[config.mk]
export PLATFORM = sky130hd
export DESIGN_NAME = multicycle_control_fsm_flat
export DESIGN_NICKNAME = d
export VERILOG_FILES = /design/src/rtl/multicycle_control_fsm_if.sv /design/src/rtl/multicycle_control_fsm.sv /design/src/flat_wrapper.sv
export SDC_FILE = /design/constraint.sdc
export NUM_CORES = 1
export LEC_CHECK = 0
export CAP_MARGIN = 0
export CORE_MARGIN = 2
export CORE_UTILIZATION = 30
export CTS_BUF_LIST = sky130_fd_sc_hd__clkbuf_8
export CTS_CLUSTER_DIAMETER = 50
export DETAILED_ROUTE_END_ITERATION = 12
export PLACE_DENSITY = 0.67
export SLEW_MARGIN = 10
export SYNTH_ARGS = -nofsm -noshare
export SYNTH_HDL_FRONTEND = slang
export SYNTH_SLANG_ARGS = --single-unit
export TNS_END_PERCENT = 30
[constraint.sdc]
create_clock -name clk -period 3.02 [get_ports clk]
set_input_delay 0.453 -clock clk [delete_from_list [all_inputs] [get_ports clk]]
set_output_delay 0.453 -clock clk [all_outputs]
set_load 0.02 [all_outputs]
[src/rtl/multicycle_control_fsm_if.sv]
// Control bundle between the multi-cycle sequencer and the MIPS datapath.
// The sequencer drives the master side; the datapath/memory is the slave.
interface multicycle_control_fsm_if #(
  parameter int STATE_W = 4
);
  logic [5:0]         op_code;
  logic               mem_ready;
  logic               PCWrite;
  logic               PCWriteCond;
  logic               IorD;
  logic               MemRead;
  logic               MemWrite;
  logic               IRWrite;
  logic [1:0]         MemtoReg;
  logic [1:0]         RegDst;
  logic               RegWrite;
  logic               ALUSrcA;
  logic [1:0]         ALUSrcB;
  logic [1:0]         ALUOp;
  logic [1:0]         PCSource;
  logic               instr_done;
  logic               illegal_op;
  logic [STATE_W-1:0] state_o;

  modport master (
    input  op_code, mem_ready,
    output PCWrite, PCWriteCond, IorD,
    output MemRead, MemWrite, IRWrite,
    output MemtoReg, RegDst, RegWrite,
    output ALUSrcA, ALUSrcB, ALUOp, PCSource,
    output instr_done, illegal_op, state_o
  );

  modport slave (
    output op_code, mem_ready,
    input  PCWrite, PCWriteCond, IorD,
    input  MemRead, MemWrite, IRWrite,
    input  MemtoReg, RegDst, RegWrite,
    input  ALUSrcA, ALUSrcB, ALUOp, PCSource,
    input  instr_done, illegal_op, state_o
  );
endinterface

[src/rtl/multicycle_control_fsm.sv]
// Multi-cycle MIPS sequencer: FETCH/DECODE/EXEC/MEM/WB with optional
// memory wait states; R, addi, andi, lw, sw, beq, jal; others halt.
module multicycle_control_fsm #(
  parameter bit MEM_HANDSHAKE = 1'b1,
  parameter int STATE_W       = 4
) (
  input logic                   clk,
  input logic                   reset_n,
  multicycle_control_fsm_if.master bus
);

  localparam logic [5:0] OP_R    = 6'h00;
  localparam logic [5:0] OP_ADDI = 6'h08;
  localparam logic [5:0] OP_ANDI = 6'h0C;
  localparam logic [5:0] OP_LW   = 6'h23;
  localparam logic [5:0] OP_SW   = 6'h2B;
  localparam logic [5:0] OP_BEQ  = 6'h04;
  localparam logic [5:0] OP_JAL  = 6'h03;

  typedef enum logic [STATE_W-1:0] {
    S_FETCH   = STATE_W'(0),
    S_DECODE  = STATE_W'(1),
    S_MEMADR  = STATE_W'(2),
    S_MEMRD   = STATE_W'(3),
    S_MEMWB   = STATE_W'(4),
    S_MEMWR   = STATE_W'(5),
    S_REXEC   = STATE_W'(6),
    S_RWB     = STATE_W'(7),
    S_BRANCH  = STATE_W'(8),
    S_JAL     = STATE_W'(9),
    S_IEXEC   = STATE_W'(10),
    S_IWB     = STATE_W'(11),
    S_ILLEGAL = STATE_W'(12)
  } state_e;

  typedef struct packed {
    logic       pc_write;
    logic       pc_write_cond;
    logic       iord;
    logic       mem_read;
    logic       mem_write;
    logic       ir_write;
    logic [1:0] mem_to_reg;
    logic [1:0] reg_dst;
    logic       reg_write;
    logic       alu_src_a;
    logic [1:0] alu_src_b;
    logic [1:0] alu_op;
    logic [1:0] pc_source;
    logic       instr_done;
    logic       illegal_op;
  } ctrl_t;

  state_e state_q, state_d;
  ctrl_t  ctrl, ctrl_o;
  logic   rdy;

  assign rdy = bus.mem_ready | ~MEM_HANDSHAKE;

  always_ff @(posedge clk) begin
    if (!reset_n) state_q <= S_FETCH;
    else          state_q <= state_d;
  end

  always_comb begin
    ctrl    = '0;
    state_d = state_q;
    case (state_q)
      S_FETCH: begin
        ctrl.mem_read  = 1'b1;
        ctrl.alu_src_b = 2'b01;
        ctrl.ir_write  = rdy;
        ctrl.pc_write  = rdy;
        if (rdy) state_d = S_DECODE;
      end
      S_DECODE: begin
        ctrl.alu_src_b = 2'b11;
        case (bus.op_code)
          OP_LW, OP_SW:     state_d = S_MEMADR;
          OP_R:             state_d = S_REXEC;
          OP_ADDI, OP_ANDI: state_d = S_IEXEC;
          OP_BEQ:           state_d = S_BRANCH;
          OP_JAL:           state_d = S_JAL;
          default:          state_d = S_ILLEGAL;
        endcase
      end
      S_MEMADR: begin
        ctrl.alu_src_a = 1'b1;
        ctrl.alu_src_b = 2'b10;
        state_d = (bus.op_code == OP_LW) ? S_MEMRD : S_MEMWR;
      end
      S_MEMRD: begin
        ctrl.mem_read = 1'b1;
        ctrl.iord     = 1'b1;
        if (rdy) state_d = S_MEMWB;
      end
      S_MEMWB: begin
        ctrl.mem_to_reg = 2'b01;
        ctrl.reg_write  = 1'b1;
        ctrl.instr_done = 1'b1;
        state_d = S_FETCH;
      end
      S_MEMWR: begin
        ctrl.mem_write  = 1'b1;
        ctrl.iord       = 1'b1;
        ctrl.instr_done = rdy;
        if (rdy) state_d = S_FETCH;
      end
      S_REXEC: begin
        ctrl.alu_src_a = 1'b1;
        ctrl.alu_op    = 2'b10;
        state_d = S_RWB;
      end
      S_RWB: begin
        ctrl.reg_dst    = 2'b01;
        ctrl.reg_write  = 1'b1;
        ctrl.instr_done = 1'b1;
        state_d = S_FETCH;
      end
      S_BRANCH: begin
        ctrl.alu_src_a     = 1'b1;
        ctrl.alu_op        = 2'b01;
        ctrl.pc_write_cond = 1'b1;
        ctrl.pc_source     = 2'b01;
        ctrl.instr_done    = 1'b1;
        state_d = S_FETCH;
      end
      S_JAL: begin
        ctrl.pc_write   = 1'b1;
        ctrl.pc_source  = 2'b10;
        ctrl.reg_dst    = 2'b10;
        ctrl.mem_to_reg = 2'b10;
        ctrl.reg_write  = 1'b1;
        ctrl.instr_done = 1'b1;
        state_d = S_FETCH;
      end
      S_IEXEC: begin
        ctrl.alu_src_a = 1'b1;
        ctrl.alu_src_b = 2'b10;
        ctrl.alu_op    = (bus.op_code == OP_ANDI) ? 2'b11 : 2'b00;
        state_d = S_IWB;
      end
      S_IWB: begin
        ctrl.reg_write  = 1'b1;
        ctrl.instr_done = 1'b1;
        state_d = S_FETCH;
      end
      S_ILLEGAL: begin
        ctrl.illegal_op = 1'b1;
      end
      default: state_d = S_FETCH;
    endcase
  end

  // Outputs forced low during reset so no write escapes mid-instruction
  assign ctrl_o = reset_n ? ctrl : '0;

  assign bus.PCWrite     = ctrl_o.pc_write;
  assign bus.PCWriteCond = ctrl_o.pc_write_cond;
  assign bus.IorD        = ctrl_o.iord;
  assign bus.MemRead     = ctrl_o.mem_read;
  assign bus.MemWrite    = ctrl_o.mem_write;
  assign bus.IRWrite     = ctrl_o.ir_write;
  assign bus.MemtoReg    = ctrl_o.mem_to_reg;
  assign bus.RegDst      = ctrl_o.reg_dst;
  assign bus.RegWrite    = ctrl_o.reg_write;
  assign bus.ALUSrcA     = ctrl_o.alu_src_a;
  assign bus.ALUSrcB     = ctrl_o.alu_src_b;
  assign bus.ALUOp       = ctrl_o.alu_op;
  assign bus.PCSource    = ctrl_o.pc_source;
  assign bus.instr_done  = ctrl_o.instr_done;
  assign bus.illegal_op  = ctrl_o.illegal_op;
  assign bus.state_o     = reset_n ? state_q : '0;

endmodule

[src/flat_wrapper.sv]
// flat-port wrapper written by rule: the top's interface ports become plain ports
module multicycle_control_fsm_flat 
#(
  parameter bit MEM_HANDSHAKE = 1'b1,
  parameter int STATE_W       = 4
)
  (clk, reset_n, bus_op_code, bus_mem_ready, bus_PCWrite, bus_PCWriteCond, bus_IorD, bus_MemRead, bus_MemWrite, bus_IRWrite, bus_MemtoReg, bus_RegDst, bus_RegWrite, bus_ALUSrcA, bus_ALUSrcB, bus_ALUOp, bus_PCSource, bus_instr_done, bus_illegal_op, bus_state_o);
  multicycle_control_fsm_if #(.STATE_W(STATE_W)) bus_i ();
  input logic clk;
  input logic reset_n;
  input wire logic [$bits(bus_i.op_code)-1:0] bus_op_code;
  input wire logic [$bits(bus_i.mem_ready)-1:0] bus_mem_ready;
  output wire logic [$bits(bus_i.PCWrite)-1:0] bus_PCWrite;
  output wire logic [$bits(bus_i.PCWriteCond)-1:0] bus_PCWriteCond;
  output wire logic [$bits(bus_i.IorD)-1:0] bus_IorD;
  output wire logic [$bits(bus_i.MemRead)-1:0] bus_MemRead;
  output wire logic [$bits(bus_i.MemWrite)-1:0] bus_MemWrite;
  output wire logic [$bits(bus_i.IRWrite)-1:0] bus_IRWrite;
  output wire logic [$bits(bus_i.MemtoReg)-1:0] bus_MemtoReg;
  output wire logic [$bits(bus_i.RegDst)-1:0] bus_RegDst;
  output wire logic [$bits(bus_i.RegWrite)-1:0] bus_RegWrite;
  output wire logic [$bits(bus_i.ALUSrcA)-1:0] bus_ALUSrcA;
  output wire logic [$bits(bus_i.ALUSrcB)-1:0] bus_ALUSrcB;
  output wire logic [$bits(bus_i.ALUOp)-1:0] bus_ALUOp;
  output wire logic [$bits(bus_i.PCSource)-1:0] bus_PCSource;
  output wire logic [$bits(bus_i.instr_done)-1:0] bus_instr_done;
  output wire logic [$bits(bus_i.illegal_op)-1:0] bus_illegal_op;
  output wire logic [$bits(bus_i.state_o)-1:0] bus_state_o;
  assign bus_i.op_code = bus_op_code;
  assign bus_i.mem_ready = bus_mem_ready;
  assign bus_PCWrite = bus_i.PCWrite;
  assign bus_PCWriteCond = bus_i.PCWriteCond;
  assign bus_IorD = bus_i.IorD;
  assign bus_MemRead = bus_i.MemRead;
  assign bus_MemWrite = bus_i.MemWrite;
  assign bus_IRWrite = bus_i.IRWrite;
  assign bus_MemtoReg = bus_i.MemtoReg;
  assign bus_RegDst = bus_i.RegDst;
  assign bus_RegWrite = bus_i.RegWrite;
  assign bus_ALUSrcA = bus_i.ALUSrcA;
  assign bus_ALUSrcB = bus_i.ALUSrcB;
  assign bus_ALUOp = bus_i.ALUOp;
  assign bus_PCSource = bus_i.PCSource;
  assign bus_instr_done = bus_i.instr_done;
  assign bus_illegal_op = bus_i.illegal_op;
  assign bus_state_o = bus_i.state_o;
  multicycle_control_fsm #(.MEM_HANDSHAKE(MEM_HANDSHAKE), .STATE_W(STATE_W)) u_core (.clk(clk), .reset_n(reset_n), .bus(bus_i));
endmodule
==> metrics.md <==
| Metric | Value |
|---|---|
| Critical path class | `in2out` |
| Top cells by area in the synthesized netlist | `sky130_fd_sc_hd__dfxtp_1, sky130_fd_sc_hd__nor2_1, sky130_fd_sc_hd__nor2b_1` |
| Synth Area in Compound Gates | `0.300` |
| Final hold vios | `0` |
| Minimum setup slack among reg-to-reg paths | `1.32 ns` |
| Number of buffers on the longest clock path | `2` |
| Wire length reported by the detailed router | `2.00 mm` |
| Crit-path max FO | `5` |
| Top Ports | `33` |
| Clock tree sinks | `4` |
| Top register by number of flip-flops | `u_core.state_q` |
| Via count of the first global-routing pass | `774` |
| Setup fix buffers added after clock tree synthesis | `0` |
| Count of placed standard cells in the final layout, fillers left out | `159` |
| Synthesized-area fraction occupied by and/or/nand/nor cells | `0.492` |
| Share of the cycle needed by the critical path after routing | `0.953` |
| Xor and xnor area share after synthesis | `0.0136` |
| Outcome | `finished clean` |
| Critical path data required time | `2.57 ns` |
| Yosys Warn Count | `0` |
| Wire length of the first global-routing pass | `3.40 mm` |
| Adder-cell share of the synthesized area | `0` |
| Leakage power figure | `0.384 nW` |
| Largest net degree at the start of global routing | `17` |
| Die height | `50.3 µm` |
| Core box area | `2000 µm²` |
| Hold EP | `u_core.state_q[0]` |
| Net Count, Synth | `109` |
| Relative contribution of the clock network to total power | `0.195` |
| Antenna violations before repair | `0` |
| Layout Nets | `143` |
| Final core area utilization | `0.517` |
| Number of distinct library cells after synthesis | `36` |
| Remaining global-route overflow | `0` |
| Post-route ant nets | `0` |
| Critical R2R Launch | `u_core.state_q[1]` |
| Pwr per Cell Area | `about 550 nW/µm²` |
| Final RePlAce weighted congestion | `0.935` |
| Sequential Power Share | `0.163` |
| Synth top area share | `0.125` |
| Worst hold path stage count | `2` |
| Maximum frequency from static timing analysis | `between 0.3 and 0.4 GHz` |
| Total track usage | `0.167` |
| Final design instance area without fill | `~1000 µm²` |
| Detailed-route vias per instance | `5.42` |
| Clock Latency Late Sink | `approximately 0.21 ns` |
| Synthesized area per cell | `between 6 and 7 µm²` |
| Clock tree root driver cell | `sky130_fd_sc_hd__clkbuf_8` |
| R2r endpoint | `u_core.state_q[1]` |
| Flip-flop count of the largest register, all copies and words added | `4` |
| Minimum clock period | `2.88 ns` |
| Arrival time at the worst endpoint | `between 2 and 2.5 ns` |
| Endpoint type of the worst setup path | `output port` |
| Clk_skew | `0.000520 ns` |
| Portion of netlist area occupied by mux cells | `0` |
| Fin. max-slew vios | `0` |
| Worst min-delay path class | `reg2reg` |
| DRC marker count from the first detailed-route iteration | `27` |
| Switching fraction of total power | `0.451` |
| Sequential share of the synthesized area | `0.125` |
| Internal power component | `0.310 mW` |
| TritonCTS Buffers | `3` |
| Count of antenna diodes in the layout | `0` |
| Average wire per cell in the routed design | `12.6 µm` |
| Maxcap violations | `0` |
| Largest area contributor in the synthesized netlist | `sky130_fd_sc_hd__dfxtp_1` |
| Cell area after placement | `between 900 and 1000 µm²` |
| Via count of the routed design | `862` |
| Top flop regs | `u_core.state_q: 4 flops` |
| First-pass iteration count of the detailed router | `4` |
| CTS H-tree lvls | `1` |
| Horiz. Die Dim | `between 50 and 60 µm` |
| Number of DRC violations after detailed routing | `0` |
| Setup repair after global routing missed its margin | `no` |
| Synth-to-Final Area Change | `60.9%` |
| CTS tree | `built` |
| Startpoint type of the worst setup path | `primary input` |
| Reg clk slew, reported paths | `0.03 ns` |
| Total die area | `2530 µm²` |
| Hold-fix buffer count after cts | `0` |
| Transition time of the tightest slew-check pin | `around 0.57 ns` |
| Aggregate negative setup slack | `0 ns` |
| Post-synthesis sequential element count | `4` |
| Layout cells sized above 1 | `0.106` |
| Maximum VDD drop | `435 µV` |
| Post-CTS Resized | `0` |
| Net Sw Power | `0.255 mW` |
| Post-Synthesis Cells | `100` |
| Cell area after technology mapping | `643 µm²` |
| Number of setup violations in the final report | `0` |
| Starting Density | `0.321` |
| HPWL Detailed | `1.57 mm` |
| Comb pwr share | `0.642` |
| Num rows | `16` |
| Port Buffers | `32` |
| Count of cells along the worst register-to-register path | `4` |
| Post-placement cell count | `156` |
| Total power of the final layout | `around 0.57 mW` |
| Launch instance of the worst min-delay path | `u_core.state_q[0]` |
| Worst rel slew slack | `0.617` |
| Main combinational cell family by area after synthesis | `simple AND/OR/NAND/NOR gates` |
-- worst max-delay path, cell delays in order --
cell	delay [ns]
sky130_fd_sc_hd__clkdlybuf4s50_1	0.48
sky130_fd_sc_hd__nor4_2	0.33
sky130_fd_sc_hd__nand3_1	0.13
sky130_fd_sc_hd__a2111oi_2	0.36
sky130_fd_sc_hd__clkdlybuf4s50_1	0.66
-- cells by family after synthesis --
logic type,count (synthesis)
buffers and inverters,10
xor gates and xnor gates,1
DFF,4
AOI/OAI and AO/OA,25
and+or+nand+nor,60
-- cells in the final DEF (no fill, tap or decap) --
master	n
sky130_fd_sc_hd__a31o_1	1
sky130_fd_sc_hd__nor3_1	6
sky130_fd_sc_hd__a22oi_1	1
sky130_fd_sc_hd__and4bb_2	1
sky130_fd_sc_hd__o311ai_1	1
sky130_fd_sc_hd__xnor2_1	1
sky130_fd_sc_hd__and2_1	3
sky130_fd_sc_hd__nor2b_1	8
sky130_fd_sc_hd__nor4_1	1
sky130_fd_sc_hd__o22ai_1	3
sky130_fd_sc_hd__buf_4	4
sky130_fd_sc_hd__a31o_2	1
sky130_fd_sc_hd__a21o_1	2
sky130_fd_sc_hd__nand2b_1	1
sky130_fd_sc_hd__nor3b_1	1
sky130_fd_sc_hd__inv_1	3
sky130_fd_sc_hd__o211a_1	1
sky130_fd_sc_hd__nand3_1	3
sky130_fd_sc_hd__nand4bb_1	1
sky130_fd_sc_hd__a211o_1	1
sky130_fd_sc_hd__a21oi_1	6
sky130_fd_sc_hd__nor3b_2	1
sky130_fd_sc_hd__o21ai_1	2
sky130_fd_sc_hd__nor2_1	17
sky130_fd_sc_hd__a21boi_0	1
sky130_fd_sc_hd__nand3b_1	1
sky130_fd_sc_hd__nand4_1	1
sky130_fd_sc_hd__a32o_1	2
sky130_fd_sc_hd__nand2_1	13
sky130_fd_sc_hd__dfxtp_1	4
sky130_fd_sc_hd__clkdlybuf4s50_1	32
sky130_fd_sc_hd__a2111oi_2	2
sky130_fd_sc_hd__a22o_1	1
sky130_fd_sc_hd__nor4_2	1
sky130_fd_sc_hd__and3_2	1
sky130_fd_sc_hd__clkbuf_8	3
-- final cells by class --
class	instances	area, µm²
flip-flops and latches	4	80.1
well taps	27	33.8
clock buffers	3	41.3
inverters	3	11.3
fillers	205	967
multi-input cells	86	518
repair buffers	36	350
-- metal layers --
metal	global-route usage	vias to the layer above	wire (µm)	part of all wire
met4	0.0631	0	21	0.010
met5	0	-	0	0
li1	-	429	-	-
met1	0.220	392	819	0.41
met3	0.0179	2	121	0.060
met2	0.281	39	1040	0.52
-- synthesized netlist by cell type --
master,n
sky130_fd_sc_hd__a2111oi_2,2
sky130_fd_sc_hd__a211o_1,1
sky130_fd_sc_hd__a21boi_0,1
sky130_fd_sc_hd__a21o_1,2
sky130_fd_sc_hd__a21oi_1,6
sky130_fd_sc_hd__a22o_1,1
sky130_fd_sc_hd__a22oi_1,1
sky130_fd_sc_hd__a31o_1,1
sky130_fd_sc_hd__a31o_2,1
sky130_fd_sc_hd__a32o_1,2
sky130_fd_sc_hd__and2_1,3
sky130_fd_sc_hd__and3_2,1
sky130_fd_sc_hd__and4bb_2,1
sky130_fd_sc_hd__buf_2,3
sky130_fd_sc_hd__buf_4,1
sky130_fd_sc_hd__clkbuf_1,3
sky130_fd_sc_hd__dfxtp_1,4
sky130_fd_sc_hd__inv_1,3
sky130_fd_sc_hd__nand2_1,13
sky130_fd_sc_hd__nand2b_1,1
sky130_fd_sc_hd__nand3_1,3
sky130_fd_sc_hd__nand3b_1,1
sky130_fd_sc_hd__nand4_1,1
sky130_fd_sc_hd__nand4bb_1,1
sky130_fd_sc_hd__nor2_1,17
sky130_fd_sc_hd__nor2b_1,8
sky130_fd_sc_hd__nor3_1,6
sky130_fd_sc_hd__nor3b_1,1
sky130_fd_sc_hd__nor3b_2,1
sky130_fd_sc_hd__nor4_1,1
sky130_fd_sc_hd__nor4_2,1
sky130_fd_sc_hd__o211a_1,1
sky130_fd_sc_hd__o21ai_1,2
sky130_fd_sc_hd__o22ai_1,3
sky130_fd_sc_hd__o311ai_1,1
sky130_fd_sc_hd__xnor2_1,1
-- worst max-delay path by stage --
| stage | startpoint | endpoint | slack [ns] | cells past startpoint |
|---|---|---|---|---|
| detailed placement | bus_op_code[0] | bus_ALUOp[0] | 0.14 | 5 |
| global placement | bus_op_code[0] | bus_ALUOp[0] | 0.16 | 5 |
| global route | bus_op_code[0] | bus_ALUOp[0] | 0.03 | 5 |
| finish | bus_op_code[0] | bus_ALUOp[0] | 0.14 | 5 |
| CTS | bus_op_code[0] | bus_ALUOp[0] | 0.13 | 5 |
| floorplan | bus_op_code[0] | bus_ALUOp[0] | 1.01 | 3 |
-- per-stage QoR --
step	hold slack, ns	setup slack [ns]
2_1_floorplan	0.689	1.01
3_3_place_gp	0.697	0.160
3_5_place_dp	0.696	0.139
4_1_cts	0.712	0.131
5_1_grt	0.760	0.0287
6_report	0.713	0.143
-- power by group through the flow --
stage          Clock [mW]  Sequential, mW  Combinational, mW
2_1_floorplan           0          0.0796              0.239
3_3_place_gp            0          0.0929              0.361
3_5_place_dp            0          0.0922              0.361
4_1_cts             0.114          0.0913              0.362
5_1_grt             0.118          0.0957              0.395
6_report            0.110          0.0923              0.363
No activity file was read; power rests on OpenSTA's default activity.
